[config.mk]
export PLATFORM = sky130hd
export DESIGN_NAME = fetch_sequencer
export DESIGN_NICKNAME = d
export VERILOG_FILES = /design/src/rtl/fetch_sequencer.sv
export SDC_FILE = /design/constraint.sdc
export NUM_CORES = 1
export LEC_CHECK = 0
export BUFFER_PORTS_ARGS = -buffer_cell sky130_fd_sc_hd__clkbuf_2
export CORE_ASPECT_RATIO = 0.5
export CORE_MARGIN = 8
export CORE_UTILIZATION = 45
export CTS_CLUSTER_SIZE = 30
export DETAILED_ROUTE_END_ITERATION = 8
export MAX_ROUTING_LAYER = met4
export PLACE_DENSITY_LB_ADDON = 0.12
export SLEW_MARGIN = 20
export SYNTH_ARGS = -nofsm -noshare
export SYNTH_HDL_FRONTEND = slang
export SYNTH_SLANG_ARGS = --single-unit
[constraint.sdc]
create_clock -name CLK -period 2.3 [get_ports CLK]
set_input_delay 0.23 -clock CLK [delete_from_list [all_inputs] [get_ports CLK]]
set_output_delay 0.23 -clock CLK [all_outputs]
set_load 0.02 [all_outputs]
[src/rtl/fetch_sequencer.sv]
// -----------------------------------------------------------------------------
// fetch_sequencer
//
// Purpose:
//    Sequences the program counter and the instruction-memory request for the
//    fetch stage. Each cycle it decides whether the PC advances, holds or is
//    redirected. It drives pc_wen/pc_next into the PC register and reads back
//    pc_cur. A redirect that arrives while an instruction access is still
//    outstanding is parked until that access completes. A committed halt stops
//    fetch permanently, until reset.
//
// Parameters:
//    ADDR_W   width of the PC and of the branch/jump targets
//    PC_STEP  sequential PC increment in bytes
//
// Ports:
//    CLK, nRST      clock; asynchronous active-low reset
//    pc_cur         current PC (PC register output)
//    pc_wen         PC register write enable
//    pc_next        PC register next value (pc_cur + PC_STEP when not writing)
//    iREN, iaddr    instruction read request and address (iaddr = pc_cur)
//    ihit           instruction access completes this cycle
//    stall_in       hazard-unit stall of IF/ID
//    br_taken/br_target     resolved taken branch and its target
//    jmp_valid/jmp_target   jump / jr redirect and its target
//    halt           halt instruction committed
//    fetch_valid    imem word is valid for IF/ID this cycle
//    fetch_pc       PC of the fetched word (pc_cur)
//    halted         fetch has stopped
//
// Optional build macro:
//    FETCH_PERF_EN  adds fetch_cnt[31:0] (cycles with fetch_valid) and
//                   squash_cnt[31:0] (cycles where a completed access is
//                   discarded by a redirect). Both wrap and freeze once halted.
//
// All outputs are combinational from the state register and the inputs, so
// the PC update takes effect in the same cycle the access completes.
// -----------------------------------------------------------------------------
module fetch_sequencer #(
   parameter int ADDR_W  = 32,
   parameter int PC_STEP = 4
) (
   input  logic              CLK,
   input  logic              nRST,
   input  logic [ADDR_W-1:0] pc_cur,
   output logic              pc_wen,
   output logic [ADDR_W-1:0] pc_next,
   output logic              iREN,
   output logic [ADDR_W-1:0] iaddr,
   input  logic              ihit,
   input  logic              stall_in,
   input  logic              br_taken,
   input  logic [ADDR_W-1:0] br_target,
   input  logic              jmp_valid,
   input  logic [ADDR_W-1:0] jmp_target,
   input  logic              halt,
   output logic              fetch_valid,
   output logic [ADDR_W-1:0] fetch_pc,
`ifdef FETCH_PERF_EN
   output logic [31:0]       fetch_cnt,
   output logic [31:0]       squash_cnt,
`endif
   output logic              halted
);

   typedef enum logic [1:0] {
      FETCH      = 2'd0,
      REDIR_WAIT = 2'd1,
      HALTED     = 2'd2
   } state_t;

   state_t              state_r;
   state_t              state_nxt_s;
   logic [ADDR_W-1:0]   pend_tgt_r;
   logic [ADDR_W-1:0]   pend_tgt_nxt_s;

   logic                redir_s;
   logic [ADDR_W-1:0]   redir_tgt_s;
   logic [ADDR_W-1:0]   pc_inc_s;

   // Sequential increment wraps silently at 2^ADDR_W.
   assign pc_inc_s = pc_cur + ADDR_W'(PC_STEP);

   // Redirect source select: a resolved branch is older than a jump in the
   // pipeline, so it wins when both fire together.
   always_comb begin
      redir_s     = br_taken | jmp_valid;
      redir_tgt_s = jmp_target;
      if (br_taken) begin
         redir_tgt_s = br_target;
      end else begin
         redir_tgt_s = jmp_target;
      end
   end

   // The fetch address is always the architectural PC.
   assign iaddr    = pc_cur;
   assign fetch_pc = pc_cur;

   // Next-state and output decode. Halt is checked first in every live state
   // so that nothing is written to the PC in the cycle the halt commits.
   always_comb begin
      state_nxt_s    = state_r;
      pend_tgt_nxt_s = pend_tgt_r;
      pc_wen         = 1'b0;
      pc_next        = pc_inc_s;
      iREN           = 1'b1;
      fetch_valid    = 1'b0;
      halted         = 1'b0;

      case (state_r)
         FETCH: begin
            if (halt) begin
               state_nxt_s = HALTED;
            end else if (redir_s) begin
               if (ihit) begin
                  // Access done: squash the word and steer the PC now.
                  pc_wen  = 1'b1;
                  pc_next = redir_tgt_s;
               end else begin
                  // Access still in flight: park the target and wait for it,
                  // otherwise the late ihit would be taken for the new PC.
                  pend_tgt_nxt_s = redir_tgt_s;
                  state_nxt_s    = REDIR_WAIT;
               end
            end else if (ihit && !stall_in) begin
               pc_wen      = 1'b1;
               fetch_valid = 1'b1;
            end else begin
               // Either waiting on memory or stalled: PC holds and the same
               // address is requested again.
               pc_wen = 1'b0;
            end
         end

         REDIR_WAIT: begin
            if (halt) begin
               state_nxt_s = HALTED;
            end else begin
               // Younger redirects replace the parked one (last wins).
               if (redir_s) begin
                  pend_tgt_nxt_s = redir_tgt_s;
               end else begin
                  pend_tgt_nxt_s = pend_tgt_r;
               end
               // The completing word belongs to the abandoned path; stall_in
               // is irrelevant because nothing is handed to IF/ID.
               if (ihit) begin
                  pc_wen      = 1'b1;
                  state_nxt_s = FETCH;
                  if (redir_s) begin
                     pc_next = redir_tgt_s;
                  end else begin
                     pc_next = pend_tgt_r;
                  end
               end else begin
                  pc_wen = 1'b0;
               end
            end
         end

         HALTED: begin
            // Any outstanding access is abandoned; sticky until reset.
            iREN   = 1'b0;
            halted = 1'b1;
         end

         default: begin
            // Unreachable encoding: recover to a known fetch state.
            state_nxt_s    = FETCH;
            pend_tgt_nxt_s = {ADDR_W{1'b0}};
         end
      endcase
   end

   // State and parked redirect target registers.
   always_ff @(posedge CLK or negedge nRST) begin
      if (!nRST) begin
         state_r    <= FETCH;
         pend_tgt_r <= {ADDR_W{1'b0}};
      end else begin
         state_r    <= state_nxt_s;
         pend_tgt_r <= pend_tgt_nxt_s;
      end
   end

`ifdef FETCH_PERF_EN
   logic [31:0] fetch_cnt_r;
   logic [31:0] squash_cnt_r;
   logic        squash_s;

   // A discard is a completed access that writes the PC without delivering
   // the word. In HALTED both fetch_valid and pc_wen are low, so the counters
   // freeze there without an explicit state check.
   assign squash_s = ihit & pc_wen & ~fetch_valid;

   // Performance counters, wrapping at 2^32.
   always_ff @(posedge CLK or negedge nRST) begin
      if (!nRST) begin
         fetch_cnt_r  <= 32'd0;
         squash_cnt_r <= 32'd0;
      end else begin
         if (fetch_valid) begin
            fetch_cnt_r <= fetch_cnt_r + 32'd1;
         end
         if (squash_s) begin
            squash_cnt_r <= squash_cnt_r + 32'd1;
         end
      end
   end

   assign fetch_cnt  = fetch_cnt_r;
   assign squash_cnt = squash_cnt_r;
`endif

endmodule
---- Word-level counts from Yosys, hierarchy flattened ----
Cells that the tools add are included.
operators by class
  $add $sub $neg .......................... 1
  eq/ne operators ......................... 9
  muxes and demuxes ....................... 30
  bitwise logic cells ..................... 2
  reductions and logical operators ........ 5
operators by type and width
  operator                                              number
  two-way mux 32 bit                                    11
  case mux 32 bit (3 select lines)                      1
  case mux 32 bit (2 select lines)                      1
  adder 32 x 3 -> 32 bit (second input constant)        1
  two-way mux 1 bit                                     10
  two-way mux 2 bit                                     5
  != test 3 bit (second input constant)                 3
  != test 2 bit (second input constant)                 4
  case mux 2 bit (3 select lines)                       1
  AND reduction 5 bit                                   1
  AND reduction 4 bit                                   1
  equality test 2 x 1 -> 1 bit (second input constant)  1
  equality test 2 bit (second input constant)           1
  logical NOT 2 bit                                     1
  case mux 1 bit (2 select lines)                       1
  logical AND 1 bit                                     1
  logical NOT 1 bit                                     1
  NOT 1 bit                                             1
  OR 1 bit                                              1
storage, ports and cells
  register bits ........................... 34
  input bits .............................. 103
  output and inout bits ................... 100

---- Longest topological paths before layout ----
Gate-level depths: netlist of run 1.
  word-level depth ........................ 6
  depth in mapped cells ................... 7

---- Least setup slack after synthesis of run 1 ----
OpenSTA, ideal clock, no wires.
  path kind ............................... register to output
  from .................................... register state_r[0]
  to ...................................... output pc_next[21]
  data arrival time ....................... 1.963 ns
  slack ................................... 0.107 ns
  stages on the path, launching flop included .. 7
  buffers on the path ..................... 2
  path through ............................ dfrtp_1 -> or3_1 -> clkbuf_1 -> and2_1 -> buf_2 -> or4_1 -> o211ai_1
between the ends
  longest elaborated chain between the ends .. 2
RTL lines
  item                                                               RTL line  RTL
  start, declared                                                    72        state_t state_r;
  start signal, assigned                                             182       state_r <= state_nxt_s;
  equality test 2 x 1 -> 1 bit or logical NOT 2 bit (tied branches)  111       case (state_r)
  case mux 32 bit (2 select lines) (*)                               111
  end, declared                                                      47        output logic [ADDR_W-1:0] pc_next,
Mark *: on every way between the ends. The rest lies on a longest branch, timed or not.

---- Worst setup path in the final report of run 1 ----
  from .................................... register state_r[0]
  to ...................................... output pc_next[29]
The elaborated chain is that of the path after synthesis.

==> results of run 1 <==
power by group through the flow:
stage               Combinational [W]  Sequential [W]  Clock (W)
floorplan                    0.000957         0.00101          0
global placement              0.00141         0.00105          0
detailed placement            0.00144         0.00106          0
CTS                           0.00146         0.00106   0.000699
global route                  0.00161         0.00110   0.000740
finish                        0.00146         0.00106   0.000691
state kept, by name, summed over array words and instances (netlist names):
signal	flops
pend_tgt_r	32
state_r	2
what timing repair did:
action,CTS,global route
cloned,1,1
resized for setup,8,11
setup endpoints to repair,25,31
pin swaps,0,2
setup buffers,1,1
logic make-up after synthesis:
logic type | Yosys count | share of synthesized area
AOI/OAI and AO/OA | 118 | 0.211
xor gates and xnor gates | 13 | 0.0327
buffers and inverters | 98 | 0.178
adders and majority gates | 1 | 0.00360
DFF | 34 | 0.245
and+or+nand+nor | 165 | 0.239
muxes | 32 | 0.0921
worst min-delay path by stage:
stage	from	end	cells after the start	slack [ps]
after global routing	nRST	pend_tgt_r[7]$_DFFE_PN0P_	1	140
after detailed placement	nRST	pend_tgt_r[10]$_DFFE_PN0P_	1	390
after global placement	nRST	pend_tgt_r[10]$_DFFE_PN0P_	1	380
after floorplan	nRST	pend_tgt_r[0]$_DFFE_PN0P_	0	-70
final	nRST	pend_tgt_r[12]$_DFFE_PN0P_	1	60
after CTS	nRST	pend_tgt_r[10]$_DFFE_PN0P_	1	100
layer usage:
layer | global-route usage | routed length (um) | vias up
met3 | 0.0779 | 1280 | 7
met5 | - | 0 | -
li1 | - | - | 1929
met4 | 0.0311 | 72 | 0
met2 | 0.350 | 5820 | 188
met1 | 0.290 | 5650 | 1840
final cells by class:
| class | count | area [sq um] |
|---|---|---|
| clock buffers | 7 | 143 |
| clock inverters | 1 | 5.00 |
| multi-input cells | 329 | 2060 |
| flip-flops and latches | 34 | 852 |
| inverters | 4 | 15.0 |
| fillers | 715 | 2860 |
| well taps | 96 | 120 |
| repair buffers | 242 | 1350 |
per-stage QoR:
| step | hold slack (ps) | area, sq um | utilization | setup TNS, ps |
|---|---|---|---|---|
| 6_report | 56.7 | 4550 | 0.614 | 0 |
| 2_1_floorplan | -65.6 | 3480 | - | 0 |
| 3_5_place_dp | 389 | 4320 | 0.584 | 0 |
| 5_1_grt | 143 | 4550 | 0.614 | 0 |
| 4_1_cts | 100 | 4510 | 0.609 | -7.18 |
| 3_3_place_gp | 385 | 4320 | 0.584 | 0 |
critical path, stage by stage (launching register included):
cell      delay (ps)
dfrtp_1          380
or3_4            330
and2_4           190
or4_1            500
o211ai_1          90
clkbuf_2         200
cells in the mapped netlist (2+ instances only):
cell / number
buf_4: 64
nand2_1: 56
o21ai_0: 38
nor2_1: 35
dfrtp_1: 34
mux2i_1: 32
a21oi_1: 29
clkbuf_1: 26
nand3_1: 18
o22ai_1: 14
nand4_1: 12
o211ai_1: 11
and3_1: 8
o221ai_1: 7
or4_1: 7
xor2_1: 7
a32oi_1: 6
nor3_1: 6
o2bb2ai_1: 6
xnor2_1: 6
inv_1: 4
and4_1: 3
nand2b_1: 3
nand4b_1: 3
nor4_1: 3
or3_1: 3
buf_2: 2
o21bai_1: 2
==> summary.txt, run 1 <==
Status
  – Status: complete, no violations

STA
  – Endpoints failing hold: 0
  – Setup ws final: 85.0 ps
  – Final worst-path cycle share: 0.963
  – Rel. slew slack: 0.399
  – Fin. max-slew vios: 0
  – Final Critical Period: 2210 ps
  – Final Skew: 4.43 ps
  – RSZ-0062 raised after global routing: false
  – Max Freq: 0.451 GHz
  – Worst-margin pin slew: 901 ps
  – Final setup fails: 0

Clocking
  – Clk Latency, worst-skew pair: 290 ps
  – Clk sinks: 34
  – Num CTS Buffers: 5
  – Clk root buf: clkbuf_16
  – H-tree Lvls: 2
  – Hold buffers post-CTS: 0
  – TritonCTS clock tree: yes
  – Clock buffer depth: 2
  – Clock slew at reported path FFs: 60 ps

Hold path
  – Hold Path Class: input pin to async pin

Critical path
  – R2r startpoint: state_r[1]$_DFFE_PN0P_
  – Critical R2R Capture: pend_tgt_r[2]$_DFFE_PN0P_
  – Worst reg2reg path depth: 5
  – R2R setup slack: 760 ps
  – Setup crit start kind: register
  – Crit path DAT: 1980 ps
  – Worst-path maximum fanout: 7
  – Critical path origin: state_r[0]$_DFFE_PN0P_
  – Critical Path RT: 2070 ps
  – Critical path endpoint: pc_next[29]
  – Critical path class: register to output port
  – Endpoint class of the critical path: output port

Synth
  – Yosys cell types: 44
  – Syn_nets: 565
  – Post-synth ARST share: 1.00
  – Syn. warnings: 0
  – Cells after synthesis: 461
  – Synth top area cells: dfrtp_1 (24%), buf_4 (14%), mux2i_1 (9.2%)
  – Syn_area_per_cell: 7.54 sq um
  – Sequential fraction of the synthesis area: 0.245
  – Synth top area share: 0.245
  – Synth area leader: dfrtp_1
  – Syn Std Cell Area: 3480 sq um
  – EDFF count, synth: 0
  – Number of synthesized register bits: 34
  – Synth Flop Type: dfrtp_1

Final layout
  – Non-Filler Instances: 713
  – Commonest non-fill, non-tap cells in the layout: clkbuf_2 (198), nand2_1 (56), o21ai_0 (38)
  – Share of layout cells above drive strength 1: 0.425
  – Synthesis-to-layout area growth: 30.8%
  – Final net count: 720
  – N_diodes: 0
  – Commonest non-fill, non-tap cell in the layout: clkbuf_2

Global routing
  – Pin count of the biggest net entering global routing: 43
  – Vias in the first global route: 3798
  – Grt ovf: 0
  – First-pass GRT wire length: 19.8 mm
  – Global Route Usage Sum: 0.227
  – Initial antenna violation count: 0

Pwr
  – Internal power: 0.00187 W
  – PwrDens: 707 nW/um^2
  – Sw power: 0.00135 W
  – Leakage: 2.27 nW
  – Combinational share of power: 0.455
  – Total Power: 0.00322 W
  – Worst VDD drop: 0.362 mV
  – Clock power share: 0.215
  – Switching share of power: 0.419
  – Seq pwr share: 0.330

Die
  – Rows: 22
  – Core Box Area: 7400 sq um
  – Die X: 140 um
  – I/O Pins: 203
  – Starting Density: 0.470
  – Total die area: 11000 sq um
  – Die Span Y: 78.2 um

Routing
  – Drt first-iter violations: 204
  – # DRC: 0
  – Routed wire per std cell: 18.0 um
  – Antenna Nets Post-Route: 0
  – Drt via density: 5.56
  – 1st-pass router iterations: 4
  – Routed WL: 12.8 mm
  – Via count: 3964

Placed design
  – Gpl congestion: 0.814
  – Detail Placement HPWL: 10.0 mm
  – Port Buf Inserts: 202
  – Placement Setup Slack: 145 ps
  – Placed cells: 701

Run
  – MaxCap Viol Count: 0
(Power assumes the default switching activity.)
==> inputs of run 2 (changes only) <==
--- a/config.mk
+++ b/config.mk
@@ -12,7 +12,7 @@
 export CTS_CLUSTER_SIZE = 30
 export DETAILED_ROUTE_END_ITERATION = 8
 export MAX_ROUTING_LAYER = met4
-export PLACE_DENSITY_LB_ADDON = 0.12
+export PLACE_DENSITY = 0.82
 export SLEW_MARGIN = 20
 export SYNTH_ARGS = -nofsm -noshare
 export SYNTH_HDL_FRONTEND = slang
==> run 2 against run 1 <==
Maximum frequency down 1.6%. First-iteration DRC count up 120%. Critical path type unchanged. Count of clock-buffer cells in the layout unchanged. Power up 1.9%. Flip-flop and latch count unchanged. Register-to-register slack worse by 270 ps. Core utilization down 0.68 points. Die area unchanged. Routed wire length up 2.5%. Setup slack worse by 35 ps.
==> summary.txt, run 2 (synthesis results as in run 1) <==
Routing
  – Routed WL: 13.1 mm
  – Via count: 4062
  – # DRC: 0
  – Routed wire per std cell: 18.6 um
  – 1st-pass router iterations: 6
  – Drt first-iter violations: 441
  – Antenna Nets Post-Route: 0
  – Drt via density: 5.76

Pwr
  – Switching share of power: 0.425
  – Internal power: 0.00188 W
  – Seq pwr share: 0.329
  – PwrDens: 728 nW/um^2
  – Sw power: 0.00139 W
  – Worst VDD drop: 0.401 mV
  – Clock power share: 0.203
  – Leakage: 2.23 nW
  – Combinational share of power: 0.469
  – Total Power: 0.00328 W

STA
  – Fin. max-slew vios: 0
  – Final setup fails: 0
  – Rel. slew slack: 0.434
  – RSZ-0062 raised after global routing: false
  – Setup TNS: 0 ps
  – Worst-margin pin slew: 849 ps
  – Final Critical Period: 2250 ps
  – Final worst-path cycle share: 0.978
  – Final Skew: 4.47 ps
  – Max Freq: 0.444 GHz
  – Endpoints failing hold: 0

Placed design
  – Detail Placement HPWL: 10.4 mm
  – Placed cell area: 4290 sq um
  – Gpl congestion: 0.910
  – Port Buf Inserts: 202

Critical path
  – Critical Path RT: 2070 ps
  – CP Cell Sequence: or3_4 > and2_4 > or4_1 > o221ai_1 > buf_2
  – CP max-delay cell: or4_1
  – R2r startpoint: state_r[1]$_DFFE_PN0P_
  – R2R setup slack: 490 ps
  – Critical R2R Capture: pend_tgt_r[24]$_DFFE_PN0P_
  – CP bufs+invs: 1
  – Max incr delay on CP: 520 ps
  – Crit-path leading delay family: simple AND/OR/NAND/NOR gates
  – Worst-path maximum fanout: 8
  – Setup crit start kind: register
  – Endpoint class of the critical path: output port
  – Crit path DAT: 2020 ps
  – Critical path class: register to output port
  – Worst reg2reg path depth: 5

Die
  – Total die area: 11000 sq um
  – Die X: 140 um
  – I/O Pins: 203
  – Die Span Y: 78.2 um
  – Rows: 22
  – Core Box Area: 7400 sq um
  – Starting Density: 0.470

Run
  – MaxCap Viol Count: 0

Final layout
  – Final net count: 712
  – Design area: 4500 sq um
  – Max reg flops: 32
  – Biggest regs: pend_tgt_r (32), state_r (2)
  – Top reg by flops: pend_tgt_r
  – Commonest non-fill, non-tap cell in the layout: clkbuf_2
  – Share of layout cells above drive strength 1: 0.419
  – N_diodes: 0
  – Fillers: 682
  – Commonest non-fill, non-tap cells in the layout: clkbuf_2 (197), nand2_1 (56), o21ai_0 (38)
  – Synthesis-to-layout area growth: 29.4%

Clocking
  – Clock buffer depth: 2
  – Clk Latency, worst-skew pair: 280 ps
  – Hold buffers post-CTS: 0
  – TritonCTS clock tree: yes
  – Clock slew at reported path FFs: 50 ps
  – Clk sinks: 34
  – Num CTS Buffers: 5
  – H-tree Lvls: 2
  – Clk root buf: clkbuf_16

Status
  – Status: complete, no violations

Global routing
  – Initial antenna violation count: 0
  – First-pass GRT wire length: 19.3 mm
  – Vias in the first global route: 3621
  – Pin count of the biggest net entering global routing: 35
  – Grt ovf: 0
  – Global Route Usage Sum: 0.222

Hold path
  – Hold Path Class: input pin to async pin
## run 2: layout make-up
cell class | instances | area (sq um) | area share
multi-input combinational | 329 | 2070 | 0.461
sequential | 34 | 852 | 0.189
clock inverter | 1 | 5.00 | 0.00111
inverter | 4 | 15.0 | 0.00334
timing repair buffer | 234 | 1290 | 0.287
tap | 96 | 120 | 0.0267
clock buffer | 7 | 143 | 0.0317
## run 2: worst max-delay path by stage
stage / from / cells after the start / end / slack [ps]
after floorplan: state_r[0]$_DFFE_PN0P_ / 6 / pc_next[21] / 110
after detailed placement: pc_cur[5] / 6 / pc_next[25] / 130
final: state_r[0]$_DFFE_PN0P_ / 5 / pc_next[24] / 50
after global placement: pc_cur[5] / 6 / pc_next[25] / 150
after global routing: state_r[0]$_DFFE_PN0P_ / 5 / pc_next[25] / 2
after CTS: state_r[1]$_DFFE_PN0P_ / 7 / pc_next[22] / 4
## run 2: timing repair
| item | 4_1_cts | 5_1_grt |
|---|---|---|
| setup buffers | 0 | 0 |
| gates resized for setup | 4 | 15 |
| endpoints found under the setup margin | 7 | 14 |
| pin swaps | 0 | 1 |
## run 2: metrics by stage
stage / setup WS [ps] / cells / utilization / hold slack (ps)
after CTS: 3.93 / 705 / 0.601 / 66.3
final: 49.9 / 705 / 0.607 / 50.1
after global routing: 1.75 / 705 / 0.607 / 136
after global placement: 153 / 697 / 0.580 / 364
after detailed placement: 133 / 697 / 0.580 / 364
after floorplan: 107 / 461 / - / -65.6
## run 2: routing by layer
layer,vias to the layer above,track usage,share of wire
li1,1924,-,-
met1,1919,0.286,0.41
met2,203,0.349,0.48
met3,16,0.0579,0.10
met4,0,0.0430,0.012
met5,-,-,0
## run 2: worst register-to-register path: stages (launching register included)
cell,delay (ps)
dfrtp_2,480
buf_4,190
o22ai_2,670
buf_12,230
nand2_1,80
o21ai_0,80
## run 2: power by group through the flow
stage                     registers [W]  logic, W  clock network (W)
after floorplan                 0.00101  0.000957                  0
after global placement          0.00104   0.00145                  0
after detailed placement        0.00106   0.00148                  0
after CTS                       0.00106   0.00149           0.000666
after global routing            0.00110   0.00166           0.000688
final                           0.00108   0.00154           0.000664
